<file path="src/rtl/wb_port_sequencer_if.sv">
// Writeback-port bundle: MEM/WB fields, auxiliary write handshake and the
// register-file write port, with master (pipeline/requester) and slave (sequencer) views.
interface wb_port_sequencer_if #(
    parameter int AW = 5
);
    // Aux handshake: AuxReq is a level held by the requester until it sees
    // AuxAck high at a rising edge; AuxAck is a one-cycle pulse that coincides
    // with the RF write slot granted to AuxDest/AuxData.
    logic          RegWrite_In;
    logic          L16B_In;
    logic [1:0]    MemToReg_In;
    logic [AW-1:0] RegDest_In;
    logic [31:0]   ALUResult_In;
    logic [31:0]   ReadData_In;
    logic [31:0]   PC_In;
    logic [127:0]  WD3_128_In;
    logic          AuxReq;
    logic [AW-1:0] AuxDest;
    logic [31:0]   AuxData;
    logic          AuxAck;
    logic          RFWrite;
    logic [AW-1:0] RFAddr;
    logic [31:0]   RFData;
    logic          Stall;

    modport master (
        output RegWrite_In, L16B_In, MemToReg_In, RegDest_In,
               ALUResult_In, ReadData_In, PC_In, WD3_128_In,
               AuxReq, AuxDest, AuxData,
        input  AuxAck, RFWrite, RFAddr, RFData, Stall
    );

    modport slave (
        input  RegWrite_In, L16B_In, MemToReg_In, RegDest_In,
               ALUResult_In, ReadData_In, PC_In, WD3_128_In,
               AuxReq, AuxDest, AuxData,
        output AuxAck, RFWrite, RFAddr, RFData, Stall
    );
endinterface

</file>
<file path="src/rtl/wb_port_sequencer.sv">
// Writeback-port sequencer: scalar writeback select, 4-beat L16B burst serialisation
// with Stall, optional aux write-slot grant when WB_AUX_PORT_EN is defined.
module wb_port_sequencer #(
    parameter int AW = 5
) (
    input  logic                Clock,
    input  logic                Reset,
    wb_port_sequencer_if.slave  bus,
    output logic [1:0]          state_dbg
);

    typedef enum logic [1:0] {IDLE = 2'd0, B1 = 2'd1, B2 = 2'd2, B3 = 2'd3} state_t;

    state_t        state, state_nx;
    logic [127:0]  burst_q, burst_nx;
    logic [AW-1:0] base_q, base_nx;
    logic          wr_q, wr_nx;
    logic [AW-1:0] addr_q, addr_nx;
    logic [31:0]   data_q, data_nx;
    logic          ack_q, ack_nx;
    logic          stall_q, stall_nx;
    logic [31:0]   sel_data;

    always_ff @(posedge Clock or negedge Reset) begin
        if (!Reset) begin
            state   <= IDLE;
            burst_q <= '0;
            base_q  <= '0;
            wr_q    <= 1'b0;
            addr_q  <= '0;
            data_q  <= '0;
            ack_q   <= 1'b0;
            stall_q <= 1'b0;
        end else begin
            state   <= state_nx;
            burst_q <= burst_nx;
            base_q  <= base_nx;
            wr_q    <= wr_nx;
            addr_q  <= addr_nx;
            data_q  <= data_nx;
            ack_q   <= ack_nx;
            stall_q <= stall_nx;
        end
    end

    always_comb begin
        state_nx = state;
        burst_nx = burst_q;
        base_nx  = base_q;
        wr_nx    = 1'b0;
        addr_nx  = addr_q;
        data_nx  = data_q;
        ack_nx   = 1'b0;

        case (bus.MemToReg_In)
            2'd1:    sel_data = bus.ReadData_In;
            2'd2:    sel_data = bus.PC_In;
            default: sel_data = bus.ALUResult_In;
        endcase

        case (state)
            IDLE: begin
                if (bus.RegWrite_In && bus.L16B_In) begin
                    burst_nx = bus.WD3_128_In;
                    base_nx  = bus.RegDest_In;
                    addr_nx  = bus.RegDest_In;
                    data_nx  = bus.WD3_128_In[31:0];
                    wr_nx    = (bus.RegDest_In != '0);
                    state_nx = B1;
                end else if (bus.RegWrite_In) begin
                    addr_nx = bus.RegDest_In;
                    data_nx = sel_data;
                    wr_nx   = (bus.RegDest_In != '0);
                end
`ifdef WB_AUX_PORT_EN
                // r0 target still acknowledges so the requester never wedges.
                else if (bus.AuxReq) begin
                    addr_nx = bus.AuxDest;
                    data_nx = bus.AuxData;
                    wr_nx   = (bus.AuxDest != '0);
                    ack_nx  = 1'b1;
                end
`endif
            end
            B1: begin
                addr_nx  = base_q + AW'(1);
                data_nx  = burst_q[63:32];
                wr_nx    = (addr_nx != '0);
                state_nx = B2;
            end
            B2: begin
                addr_nx  = base_q + AW'(2);
                data_nx  = burst_q[95:64];
                wr_nx    = (addr_nx != '0);
                state_nx = B3;
            end
            default: begin
                addr_nx  = base_q + AW'(3);
                data_nx  = burst_q[127:96];
                wr_nx    = (addr_nx != '0);
                state_nx = IDLE;
            end
        endcase

        stall_nx = (state_nx != IDLE);
    end

`ifndef WB_AUX_PORT_EN
    logic aux_unused;
    assign aux_unused = ^{bus.AuxReq, bus.AuxDest, bus.AuxData};
`endif

    assign bus.RFWrite = wr_q;
    assign bus.RFAddr  = addr_q;
    assign bus.RFData  = data_q;
    assign bus.AuxAck  = ack_q;
    assign bus.Stall   = stall_q;
    assign state_dbg   = state;

endmodule

</file>
<file path="src/flat_wrapper.sv">
// flat-port wrapper written by rule: the top's interface ports become plain ports
module wb_port_sequencer_flat 
#(
    parameter int AW = 5
)
  (Clock, Reset, state_dbg, bus_RegWrite_In, bus_L16B_In, bus_MemToReg_In, bus_RegDest_In, bus_ALUResult_In, bus_ReadData_In, bus_PC_In, bus_WD3_128_In, bus_AuxReq, bus_AuxDest, bus_AuxData, bus_AuxAck, bus_RFWrite, bus_RFAddr, bus_RFData, bus_Stall);
  wb_port_sequencer_if #(.AW(AW)) bus_i ();
  input  logic Clock;
  input  logic Reset;
  output logic [1:0] state_dbg;
  input wire logic [$bits(bus_i.RegWrite_In)-1:0] bus_RegWrite_In;
  input wire logic [$bits(bus_i.L16B_In)-1:0] bus_L16B_In;
  input wire logic [$bits(bus_i.MemToReg_In)-1:0] bus_MemToReg_In;
  input wire logic [$bits(bus_i.RegDest_In)-1:0] bus_RegDest_In;
  input wire logic [$bits(bus_i.ALUResult_In)-1:0] bus_ALUResult_In;
  input wire logic [$bits(bus_i.ReadData_In)-1:0] bus_ReadData_In;
  input wire logic [$bits(bus_i.PC_In)-1:0] bus_PC_In;
  input wire logic [$bits(bus_i.WD3_128_In)-1:0] bus_WD3_128_In;
  input wire logic [$bits(bus_i.AuxReq)-1:0] bus_AuxReq;
  input wire logic [$bits(bus_i.AuxDest)-1:0] bus_AuxDest;
  input wire logic [$bits(bus_i.AuxData)-1:0] bus_AuxData;
  output wire logic [$bits(bus_i.AuxAck)-1:0] bus_AuxAck;
  output wire logic [$bits(bus_i.RFWrite)-1:0] bus_RFWrite;
  output wire logic [$bits(bus_i.RFAddr)-1:0] bus_RFAddr;
  output wire logic [$bits(bus_i.RFData)-1:0] bus_RFData;
  output wire logic [$bits(bus_i.Stall)-1:0] bus_Stall;
  assign bus_i.RegWrite_In = bus_RegWrite_In;
  assign bus_i.L16B_In = bus_L16B_In;
  assign bus_i.MemToReg_In = bus_MemToReg_In;
  assign bus_i.RegDest_In = bus_RegDest_In;
  assign bus_i.ALUResult_In = bus_ALUResult_In;
  assign bus_i.ReadData_In = bus_ReadData_In;
  assign bus_i.PC_In = bus_PC_In;
  assign bus_i.WD3_128_In = bus_WD3_128_In;
  assign bus_i.AuxReq = bus_AuxReq;
  assign bus_i.AuxDest = bus_AuxDest;
  assign bus_i.AuxData = bus_AuxData;
  assign bus_AuxAck = bus_i.AuxAck;
  assign bus_RFWrite = bus_i.RFWrite;
  assign bus_RFAddr = bus_i.RFAddr;
  assign bus_RFData = bus_i.RFData;
  assign bus_Stall = bus_i.Stall;
  wb_port_sequencer #(.AW(AW)) u_core (.Clock(Clock), .Reset(Reset), .bus(bus_i), .state_dbg(state_dbg));
endmodule
</file>
<file path="config.mk">
export PLATFORM = sky130hd
export DESIGN_NAME = wb_port_sequencer_flat
export DESIGN_NICKNAME = d
export VERILOG_FILES = /design/src/rtl/wb_port_sequencer_if.sv /design/src/rtl/wb_port_sequencer.sv /design/src/flat_wrapper.sv
export SDC_FILE = /design/constraint.sdc
export NUM_CORES = 1
export LEC_CHECK = 0
export BUFFER_PORTS_ARGS = -buffer_cell sky130_fd_sc_hd__buf_4
export CAP_MARGIN = 40
export CELL_PAD_IN_SITES_DETAIL_PLACEMENT = 0
export CELL_PAD_IN_SITES_GLOBAL_PLACEMENT = 1
export CORE_ASPECT_RATIO = 0.8
export CORE_MARGIN = 1.5
export CORE_UTILIZATION = 25
export CTS_CLUSTER_DIAMETER = 200
export CTS_CLUSTER_SIZE = 10
export DETAILED_ROUTE_END_ITERATION = 16
export PLACE_DENSITY = 0.58
export SYNTH_ARGS = -nofsm -noshare
export SYNTH_HDL_FRONTEND = slang
export SYNTH_SLANG_ARGS = --single-unit
</file>
<file path="constraint.sdc">
create_clock -name Clock -period 1.6 [get_ports Clock]
set_clock_uncertainty 0.05 [all_clocks]
set_input_delay 0.32 -clock Clock [delete_from_list [all_inputs] [get_ports Clock]]
set_output_delay 0.32 -clock Clock [all_outputs]
set_load 0.01 [all_outputs]
</file>
==> results of run 1 <==
==> kinds of logic (layout without fill, tap and decap cells) <==
kind of cell             Yosys count  in the layout
buffers and inverters             71            420
other                              1              2
AO/OA/AOI/OAI                    213            213
XOR/XNOR                           6              6
flip-flops                       142            142
AND/OR/NAND/NOR                  119            119
adder cells (fa/ha/maj)           13             13
multiplexers                     105            105
==> metrics by stage <==
step           area (sq um)  hold slack (ns)
6_report              12600           0.0686
5_1_grt               12600           0.0459
4_1_cts               12300           0.0434
3_5_place_dp          11300            0.167
3_3_place_gp          11300            0.171
2_1_floorplan          8240          -0.0256
==> repair_timing <==
action	in CTS	in global routing
hold buffers	1	0
gates resized for setup	48	44
setup buffers	5	4
pin swaps	2	5
hold endpoints to repair	23	0
endpoints found under the setup margin	139	139
cloned	5	1
==> state kept, by name, indices dropped and copies added (netlist names) <==
signal / count
u_core.burst_q: 96
u_core.bus.RFWrite: 1
u_core.bus.Stall: 1
u_core.bus.RFAddr: 5
u_core.base_q: 5
u_core.bus.RFData: 32
u_core.state_dbg: 2
==> worst register-to-register path, stage by stage (launching register included) <==
cell,delay (ns)
dfrtp_2,0.45
inv_2,0.08
buf_6,0.12
ha_4,0.20
nand2_8,0.18
buf_12,0.24
mux2_4,0.34
==> synthesized netlist by cell type, drive strengths merged (2+ instances only) <==
library cell,instances
inv,11
mux2,103
a221oi,67
clkbuf,18
nand2b,3
nand2,5
nor2,7
buf,42
ha,13
and2,2
mux2i,2
xnor2,4
o21ai,70
o31ai,32
dfrtp,142
a222oi,2
nor2b,64
a21oi,37
nor3,33
xor2,2
nand3,2
==> cell type report <==
type	instances	area (sq um)	share of cell area
inverters	11	43.8	0.00349
flip-flops and latches	142	3560	0.283
clock inverters	9	134	0.0107
clock buffers	23	478	0.0381
diodes	1	2.50	0.000199
multi-input cells	457	4510	0.359
well taps	420	526	0.0418
repair buffers	377	3310	0.263
==> final timing paths <==
kind / cells after the start / from / end
worst min-delay path: 2 / bus_WD3_128_In[71] / u_core.burst_q[71]
worst min register to register: 2 / u_core.bus.RFData[11] / u_core.bus.RFData[11]
min in group asynchronous: 2 / Reset / u_core.bus.RFData[29]
worst max register to register: 6 / u_core.state_dbg[1] / u_core.burst_q[110]
worst max-delay path: 6 / u_core.state_dbg[1] / u_core.burst_q[110]
max in group asynchronous: 3 / Reset / u_core.bus.RFData[16]
==> power breakdown <==
group	leakage, nW	internal (mW)	total, mW	switching [mW]
combinational	3.89	7.00	12.1	5.11
clock	0.286	2.58	4.22	1.64
sequential	1.70	5.48	6.86	1.38
total	5.87	15.1	23.2	8.13
==> per-layer routing <==
metal  GRT usage  vias to the layer above
met2       0.280                      210
met5           0                        -
li1            -                     3196
met3      0.0490                       22
met4      0.0461                        4
met1       0.241                     3344
==> run_results.csv, run 1 <==
group,metric,value,unit
placed_design,pre_cts_ws,-0.393,ns
critical_path,cp_slowest_cell,"dfrtp_2",
final_layout,area_growth,57.1,%
detailed_routing,ant_nets,0,
critical_path,critical_path_required,1.86,ns
global_routing,antenna_found_initial,3,
sta,rsz0062_at_grt,"true",
clock_tree,cts_root_buf,"clkbuf_16",
sta,finalSetupViolCount,139,
final_layout,final_common_cell,"buf_4",
final_layout,final.fill_count,3030,
synthesis,syn_avg_cell_area,11.9,sq um
final_layout,drive_above_1_share,0.602,
synthesis,synth-edff-count,0,
clock_tree,insertion_delay,0.43,ns
synthesis,synth_cells,670,
placed_design,place_inst,1391,
die,die_area,33100,sq um
synthesis,synth_adder_area_share,0.0204,
sta,tns,-15.68,ns
critical_path,rrSetupSlack,-0.16,ns
sta,slew_viol_final,0,
pwr,pwr_density_cell,1850,nW/um^2
global_routing,grtUsageTotal,0.178,
synthesis,synth_mux_area_frac,0.190,
critical_path,crit_family,"flip-flops",
critical_path,cp.arrival,2.02,ns
status,violations,"negative setup slack",
detailed_routing,wl_met1,13600,microns
detailed_routing,drc,0,
flow_run,cap_violations,0,
die,core_area,31400,sq um
final_layout,fin_cells,1440,
critical_path,worst_setup_path_end_kind,"register",
sta,period_minus_slack,1.76,ns
synthesis,ys_warn_count,0,
die,die_w,203,microns
synthesis,ys_ff_latch,142,
placed_design,hpwl,21100,microns
clock_tree,clk_path_buf_depth,2,
critical_path,cpPeakStageDelay,0.45,ns
synthesis,synth_top_family_by_area,"compound AO/OA/AOI/OAI gates",
placed_design,gp_congestion,0.805,
clock_tree,cts_buffers,17,
critical_path,start_kind,"register",
synthesis,synth_xor_area_frac,0.00658,
sta,finalHoldViolCount,0,
synthesis,synthArstFlopShare,1.00,
final_layout,final_cell_mix,"337 x buf_4, 140 x dfrtp_1, 101 x mux2_4, 63 x nor2b_1, 44 x a221oi_1",
pwr,p_leak,5.87,nW
detailed_routing,dr_wl_met2,13600,microns
global_routing,grt_first_pass_wirelength,43800,microns
detailed_routing,wl_per_cell,20.4,microns
synthesis,synth_compound_area_frac,0.191,
synthesis,synthFlopType,"dfrtp_1",
pwr,post-layout-total-power,23.2,mW
critical_path,critPathMaxFanout,21,
clock_tree,cts_tree,"yes",
synthesis,synth_top_area_share,0.445,
detailed_routing,wl_met3,1820,microns
clock_tree,htreeDepth,4,
clock_tree,cts.clk_slew.worst_paths,0.06,ns
sta,worst_slack,-0.161,ns
final_layout,utilization,0.400,
synthesis,synth_cell_types,42,
global_routing,grt_pass1_vias,7002,
critical_path,crit_type,"reg2reg",
final_layout,fin_nets,1292,
synthesis,synthesis.area,7990,sq um
clock_tree,cts_num_sinks,142,
detailed_routing,num_vias,6776,
detailed_routing,drt_wl_total,29400,microns
critical_path,crit_chain,"inv_2 > buf_6 > ha_4 > nand2_8 > buf_12 > mux2_4",
placed_design,io_buffers,275,
detailed_routing,topRoutingLayerUsed,"met5",
synthesis,yosys.area_share.simple,0.0960,
sta,fmax,568,MHz
sta,fin_crit_sh,1.10,
detailed_routing,via_per_inst,4.71,
synthesis,synth_nets,956,
global_routing,grt_overflow,0,
die,io_pins,315,
detailed_routing,first_pass_iters,4,
synthesis,seq_area_frac_synth,0.445,
synthesis,synth_top_area_cell,"dfrtp_1",
detailed_routing,drtIter0Drc,280,
critical_path,cp_num_buf_inv,3,
die,row_count,58,
die,start_util,0.254,
die,die_height,163,microns
global_routing,grt_max_degree,50,
pwr,vdd_drop_max,0.000754,V
synthesis,synthTopCellsByArea,"dfrtp_1 44%, mux2_4 17%, a221oi_1 7.2%",
status,status,"finished, violations left",
hold_path,hp-class,"in2reg",
No activity file was read; power rests on OpenSTA's default activity.
==> run 2: changes to the inputs <==
--- a/config.mk
+++ b/config.mk
@@ -5,17 +5,18 @@
 export SDC_FILE = /design/constraint.sdc
 export NUM_CORES = 1
 export LEC_CHECK = 0
+export ABC_CLOCK_PERIOD_IN_PS = 1600
 export BUFFER_PORTS_ARGS = -buffer_cell sky130_fd_sc_hd__buf_4
-export CAP_MARGIN = 40
+export CAP_MARGIN = 20
 export CELL_PAD_IN_SITES_DETAIL_PLACEMENT = 0
 export CELL_PAD_IN_SITES_GLOBAL_PLACEMENT = 1
 export CORE_ASPECT_RATIO = 0.8
 export CORE_MARGIN = 1.5
-export CORE_UTILIZATION = 25
+export CORE_UTILIZATION = 34
 export CTS_CLUSTER_DIAMETER = 200
 export CTS_CLUSTER_SIZE = 10
 export DETAILED_ROUTE_END_ITERATION = 16
-export PLACE_DENSITY = 0.58
+export PLACE_DENSITY = 0.75
 export SYNTH_ARGS = -nofsm -noshare
 export SYNTH_HDL_FRONTEND = slang
 export SYNTH_SLANG_ARGS = --single-unit
==> run 2 against run 1 <==
Against the previous run: the run still ends with negative setup slack left; clock power is 5.0% higher; sequential share of layout area is 1.2 points lower; wire length is 1.1% lower; fmax fell by 2.3%; sequential power increased by 2%; final cell count shrank 6.7%; critical path depth did not move; critical endpoint is now u_core.bus.RFAddr[1]; largest cell class unchanged.
==> run_results.csv, run 2 (synthesis results as in run 1) <==
group,metric,value,unit
pwr,p_leak,6.15,nW
final_layout,final.fill_count,1893,
critical_path,start_kind,"register",
clock_tree,cts_tree,"yes",
detailed_routing,via_per_inst,5.21,
sta,slew_viol_final,0,
critical_path,crit_chain,"buf_12 > ha_4 > buf_6 > a222oi_1 > mux2i_1 > mux2_4",
critical_path,critical_path_required,1.86,ns
placed_design,gp_congestion,0.850,
critical_path,cp_slowest_cell,"dfrtp_2",
global_routing,grt_overflow,0,
critical_path,critPathMaxFanout,6,
detailed_routing,drc,0,
final_layout,final_cell_mix,"315 x buf_4, 140 x dfrtp_1, 99 x mux2_4, 47 x nor2b_1",
pwr,internal_power,16.2,mW
final_layout,antenna_cells,0,
detailed_routing,ant_nets,0,
critical_path,cp.arrival,2.06,ns
hold_path,hold_start,"bus_WD3_128_In[69]",
critical_path,reg2reg_to,"u_core.bus.RFAddr[1]",
die,row_count,49,
pwr,seq_power_share,0.281,
detailed_routing,drtIter0Drc,395,
detailed_routing,num_vias,7006,
hold_path,hold_depth,2,
clock_tree,insertion_delay,0.42,ns
die,start_util,0.351,
die,core_area,22700,sq um
critical_path,worst_setup_path_end_kind,"register",
clock_tree,cts_buffers,17,
die,die_area,24400,sq um
clock_tree,cts_num_sinks,142,
sta,finalSetupViolCount,123,
placed_design,hpwl,18500,microns
pwr,pwr_density_cell,1900,nW/um^2
hold_path,hp-class,"in2reg",
die,die_height,140,microns
pwr,p_sw,8.75,mW
status,violations,"negative setup slack",
hold_path,hold_end,"u_core.burst_q[69]",
pwr,vdd_drop_max,0.000857,V
final_layout,drive_above_1_share,0.630,
critical_path,rrSetupSlack,-0.20,ns
sta,fin_hold_ws,0.0706,ns
placed_design,pre_cts_ws,-0.384,ns
clock_tree,cts.clk_slew.worst_paths,0.07,ns
critical_path,cpPeakStageDelay,0.46,ns
detailed_routing,wl_per_cell,21.6,microns
die,io_pins,315,
global_routing,grt_first_pass_wirelength,42200,microns
pwr,sw_frac_of_total,0.351,
sta,period_minus_slack,1.80,ns
sta,fin_crit_sh,1.13,
sta,finalHoldViolCount,0,
placed_design,placed_cell_area,11000,sq um
sta,worst_slack,-0.202,ns
detailed_routing,first_pass_iters,4,
final_layout,largest_register_ffs,96,
pwr,power_frac_clock,0.178,
global_routing,antenna_found_initial,0,
sta,rsz0062_at_grt,"true",
final_layout,final_common_cell,"buf_4",
status,status,"finished, violations left",
sta,fmax,555,MHz
clock_tree,clk_path_buf_depth,2,
global_routing,grt_pass1_vias,7153,
final_layout,fin_nets,1311,
die,die_w,174,microns
critical_path,crit_type,"reg2reg",
clock_tree,htreeDepth,4,
final_layout,finalInstanceArea,13100,sq um
placed_design,io_buffers,275,
pwr,combPwrFrac,0.541,
critical_path,r2r_cells,6,
global_routing,grt_max_degree,49,
flow_run,cap_violations,0,
critical_path,r2r-start,"u_core.state_dbg[0]",
final_layout,top_register,"u_core.burst_q",
sta,worst_slew_pin_slew,0.515,ns
clock_tree,cts_root_buf,"clkbuf_16",
final_layout,area_growth,64.0,%
detailed_routing,drt_wl_total,29000,microns
sta,max_slew_margin,0.657,
global_routing,grtUsageTotal,0.227,
## run 2: cell types whose count changed in the layout (fill, tap and decap cells not counted), moves of 5 or more
cell	delta
o21ai_0	-10
buf_6	+22
o31ai_1	+5
nor2b_2	+9
a221oi_4	+9
nor2b_4	+7
buf_8	+7
o21ai_1	+8
nor2b_1	-16
a221oi_1	-8
clkbuf_16	+7
buf_4	-22
o21ai_2	+6
## run 2: power by group through the flow
stage	Clock (mW)	Combinational, mW	Sequential, mW
final	4.43	13.5	7.01
after global routing	4.63	14.4	7.20
after CTS	4.48	11.8	6.78
after detailed placement	0	10.1	6.71
after global placement	0	10.0	6.67
after floorplan	0	6.51	6.68
## run 2: final cells by class
class | instances | area (sq um) | area share
Clock buffer | 20 | 437 | 0.0333
Tap cell | 306 | 383 | 0.0292
Multi-Input combinational cell | 457 | 4670 | 0.357
Timing Repair Buffer | 396 | 3800 | 0.290
Inverter | 11 | 43.8 | 0.00334
Sequential cell | 142 | 3560 | 0.271
Clock inverter | 12 | 208 | 0.0159
## run 2: worst max path at each step
stage,end,start
detailed placement,u_core.bus.RFData[30],bus_MemToReg_In[0]
global route,u_core.bus.RFData[23],u_core.state_dbg[0]
CTS,u_core.bus.RFAddr[1],u_core.state_dbg[1]
floorplan,u_core.bus.RFAddr[1],u_core.state_dbg[0]
finish,u_core.bus.RFAddr[1],u_core.state_dbg[0]
global placement,u_core.bus.RFData[26],bus_MemToReg_In[0]
## run 2: routing by layer
metal / wire length (microns) / global-route usage / up-vias
li1: - / - / 3253
met1: 12900 / 0.299 / 3487
met2: 13900 / 0.377 / 253
met3: 2080 / 0.0600 / 13
met4: 158 / 0.0458 / 0
met5: 0 / 0 / -
## run 2: what timing repair did
| action | CTS | global route |
|---|---|---|
| buffers inserted | 22 | 11 |
| hold buffers | 1 | 0 |
| hold endpoints to repair | 24 | 0 |
| resized for setup | 83 | 112 |
| pin swaps | 13 | 31 |
| endpoints found under the setup margin | 138 | 137 |
| cloned | 9 | 10 |
## run 2: metrics by stage
stage                     utilization  total power, mW  TNS [ns]  cells
after global placement          0.485             16.7    -12.61   1269
after floorplan                     -             13.2  -0.00798    670
after global routing            0.576             26.2    -12.36   1344
final                           0.576             24.9     -7.67   1344
after detailed placement        0.485             16.8    -15.24   1269
after CTS                       0.547             23.1     -4.74   1330
## run 2: critical path, delay by kind of cell (launching register included)
| kind | cells | cell delay, ns |
|---|---|---|
| multiplexers | 2 | 0.45 |
| adder cells (fa/ha/maj) | 1 | 0.20 |
| AO/OA/AOI/OAI | 1 | 0.25 |
| flip-flops | 1 | 0.46 |
| buffers and inverters | 2 | 0.28 |
==> run 3: changes to the inputs <==
--- a/config.mk
+++ b/config.mk
@@ -16,6 +16,7 @@
 export CTS_CLUSTER_DIAMETER = 200
 export CTS_CLUSTER_SIZE = 10
 export DETAILED_ROUTE_END_ITERATION = 16
+export GPL_TIMING_DRIVEN = 0
 export PLACE_DENSITY = 0.75
 export SYNTH_ARGS = -nofsm -noshare
 export SYNTH_HDL_FRONTEND = slang
==> constraint.sdc (replaced) <==
create_clock -name Clock -period 1.6 [get_ports Clock]
set_clock_uncertainty 0.05 [all_clocks]
set_input_delay 0.08 -clock Clock [delete_from_list [all_inputs] [get_ports Clock]]
set_output_delay 0.08 -clock Clock [all_outputs]
set_load 0.01 [all_outputs]
==> run 3 against run 2 <==
Against the previous run: the run still ends with negative setup slack left; clock power fell by 8.8%; design area up 5.4%; power shrank 5.9%; highest routed layer unchanged; largest cell class is now buffers; clock-buffer cell count unchanged; combinational power decreased by 9%.
==> run_results.csv, run 3 (synthesis results as in run 1) <==
group,metric,value,unit
status,status,"finished, violations left",
status,violations,"negative setup slack",
final_layout,utilization,0.607,
global_routing,grtUsageTotal,0.258,
global_routing,grt_pass1_vias,8042,
critical_path,crit_type,"reg2reg",
critical_path,cp_num_buf_inv,4,
clock_tree,cts_tree,"yes",
critical_path,critical_path_required,1.85,ns
pwr,p_sw,8.40,mW
clock_tree,cts_num_sinks,142,
final_layout,layout.area.seq,3560,sq um
critical_path,cp_common_cell,"buf_12",
critical_path,cp.arrival,2.00,ns
global_routing,grt_first_pass_wirelength,47300,microns
detailed_routing,wl_per_cell,22.2,microns
hold_path,hold_depth,5,
critical_path,cpPeakStageDelay,0.46,ns
sta,slew_viol_final,0,
pwr,p_leak,6.39,nW
detailed_routing,via_per_inst,5.18,
critical_path,critPathMaxFanout,6,
placed_design,pre_cts_ws,-0.575,ns
sta,max_slew_margin,0.519,
final_layout,final_common_cell,"buf_4",
critical_path,r2r_cells,7,
sta,worst_slew_pin_slew,0.722,ns
clock_tree,clk_path_buf_depth,2,
final_layout,fin_cells,1442,
sta,finalSetupViolCount,124,
die,start_util,0.351,
detailed_routing,drt_wl_total,32100,microns
global_routing,grt_max_degree,91,
die,row_count,49,
sta,period_minus_slack,1.75,ns
final_layout,multiInputGateArea,4520,sq um
pwr,sw_frac_of_total,0.358,
placed_design,io_buffers,275,
die,core_area,22700,sq um
sta,fin_crit_sh,1.10,
hold_path,hp-class,"in2reg",
die,die_w,174,microns
detailed_routing,num_vias,7464,
pwr,combPwrFrac,0.526,
detailed_routing,ant_nets,0,
die,die_area,24400,sq um
flow_run,cap_violations,0,
global_routing,antenna_found_initial,0,
critical_path,crit_cells,7,
detailed_routing,drtIter0Drc,463,
clock_tree,cts_root_buf,"clkbuf_16",
final_layout,final_cell_mix,"285 x buf_4, 137 x dfrtp_1, 135 x dlygate4sd3_1, 92 x mux2_4, 64 x o21ai_1",
critical_path,crit_chain,"inv_4 > ha_4 > nand2_8 > buf_12 > buf_12 > buf_16 > mux2_4",
critical_path,worst_setup_path_end_kind,"register",
die,io_pins,315,
sta,fin_hold_ws,0.114,ns
placed_design,place_inst,1252,
final_layout,antenna_cells,0,
final_layout,area_growth,72.8,%
placed_design,hpwl,21300,microns
pwr,power_frac_clock,0.172,
sta,fmax,570,MHz
pwr,pwr_density_cell,1700,nW/um^2
clock_tree,htreeDepth,4,
global_routing,grt_overflow,0,
final_layout,drive_above_1_share,0.526,
detailed_routing,drc,0,
sta,rsz0062_at_grt,"true",
critical_path,start_kind,"register",
die,die_height,140,microns
critical_path,crit_family,"buffers and inverters",
clock_tree,cts_buffers,17,
final_layout,final.fill_count,1808,
sta,worst_slack,-0.153,ns
pwr,seq_power_share,0.302,
critical_path,cp_slowest_cell,"dfrtp_2",
final_layout,fin_nets,1409,
pwr,vdd_drop_max,0.000738,V
clock_tree,insertion_delay,0.42,ns
sta,finalHoldViolCount,0,
final_layout,largest_register_ffs,96,
final_layout,top_register,"u_core.burst_q",
clock_tree,cts.clk_slew.worst_paths,0.07,ns
pwr,internal_power,15.1,mW
placed_design,gp_congestion,0.884,
detailed_routing,first_pass_iters,4,
-- run 3: cell count changes in the layout (fill, tap and decap cells not counted), moves of 5 or more --
| cell | before | now |
|---|---|---|
| dlygate4sd3_1 | 1 | 135 |
| nor2b_2 | 10 | 15 |
| buf_6 | 28 | 8 |
| buf_2 | 0 | 10 |
| buf_4 | 315 | 285 |
| mux2_4 | 99 | 92 |
| o21ai_0 | 13 | 4 |
| clkbuf_8 | 0 | 8 |
| o21ai_2 | 22 | 2 |
| buf_12 | 27 | 20 |
| mux2_2 | 4 | 11 |
| o21ai_1 | 34 | 64 |
| nor2b_4 | 7 | 2 |
-- run 3: area by class of cell --
type,count,area share
multi-input cells,457,0.327
repair buffers,435,0.285
flip-flops and latches,142,0.258
plain buffers,59,0.0561
clock buffers,20,0.0331
well taps,306,0.0277
clock inverters,12,0.00988
inverters,11,0.00353
-- run 3: path summary, 6_finish.rpt --
kind | startpoint | end | slack, ns
max | u_core.state_dbg[1] | u_core.base_q[3] | -0.15
min | bus_ALUResult_In[7] | u_core.bus.RFData[7] | 0.11
max reg2reg | u_core.state_dbg[1] | u_core.base_q[3] | -0.15
min reg2reg | u_core.bus.RFData[9] | u_core.bus.RFData[9] | 0.45
max in group asynchronous | Reset | u_core.base_q[1] | 0.46
min in group asynchronous | Reset | u_core.burst_q[86] | 0.14
-- run 3: timing repair --
item | in CTS | in global routing
pin swaps | 19 | 12
endpoints found under the hold margin | 186 | 0
gates resized for setup | 133 | 49
cloned | 6 | 8
endpoints found under the setup margin | 138 | 129
buffers inserted | 6 | 4
hold buffers | 135 | 0
-- run 3: worst min-delay path: stages --
cell and delay, ns:
buf_4 0.10, nor2b_1 0.09, nor3_1 0.06, a21oi_1 0.13, o31ai_1 0.08
-- run 3: power by group through the flow --
stage	logic, mW	clock network (mW)	registers (mW)
floorplan	6.51	0	6.68
global placement	9.52	0	6.73
detailed placement	9.68	0	6.78
CTS	11.6	4.10	6.96
global route	13.2	4.26	7.29
finish	12.3	4.04	7.08
-- run 3: per-layer routing --
metal | up-vias | share of wire | GRT usage
li1 | 3426 | - | -
met1 | 3704 | 0.44 | 0.334
met2 | 304 | 0.48 | 0.435
met3 | 30 | 0.063 | 0.0540
met4 | 0 | 0.017 | 0.0735
met5 | - | 0 | 0
-- run 3: per-stage QoR --
stage | area (sq um) | power (mW) | setup TNS, ns
global route | 13800 | 24.8 | -12.55
global placement | 10700 | 16.3 | -66.94
detailed placement | 10700 | 16.5 | -22.46
CTS | 13400 | 22.7 | -8.82
floorplan | 8240 | 13.2 | -0.00798
finish | 13800 | 23.5 | -6.89
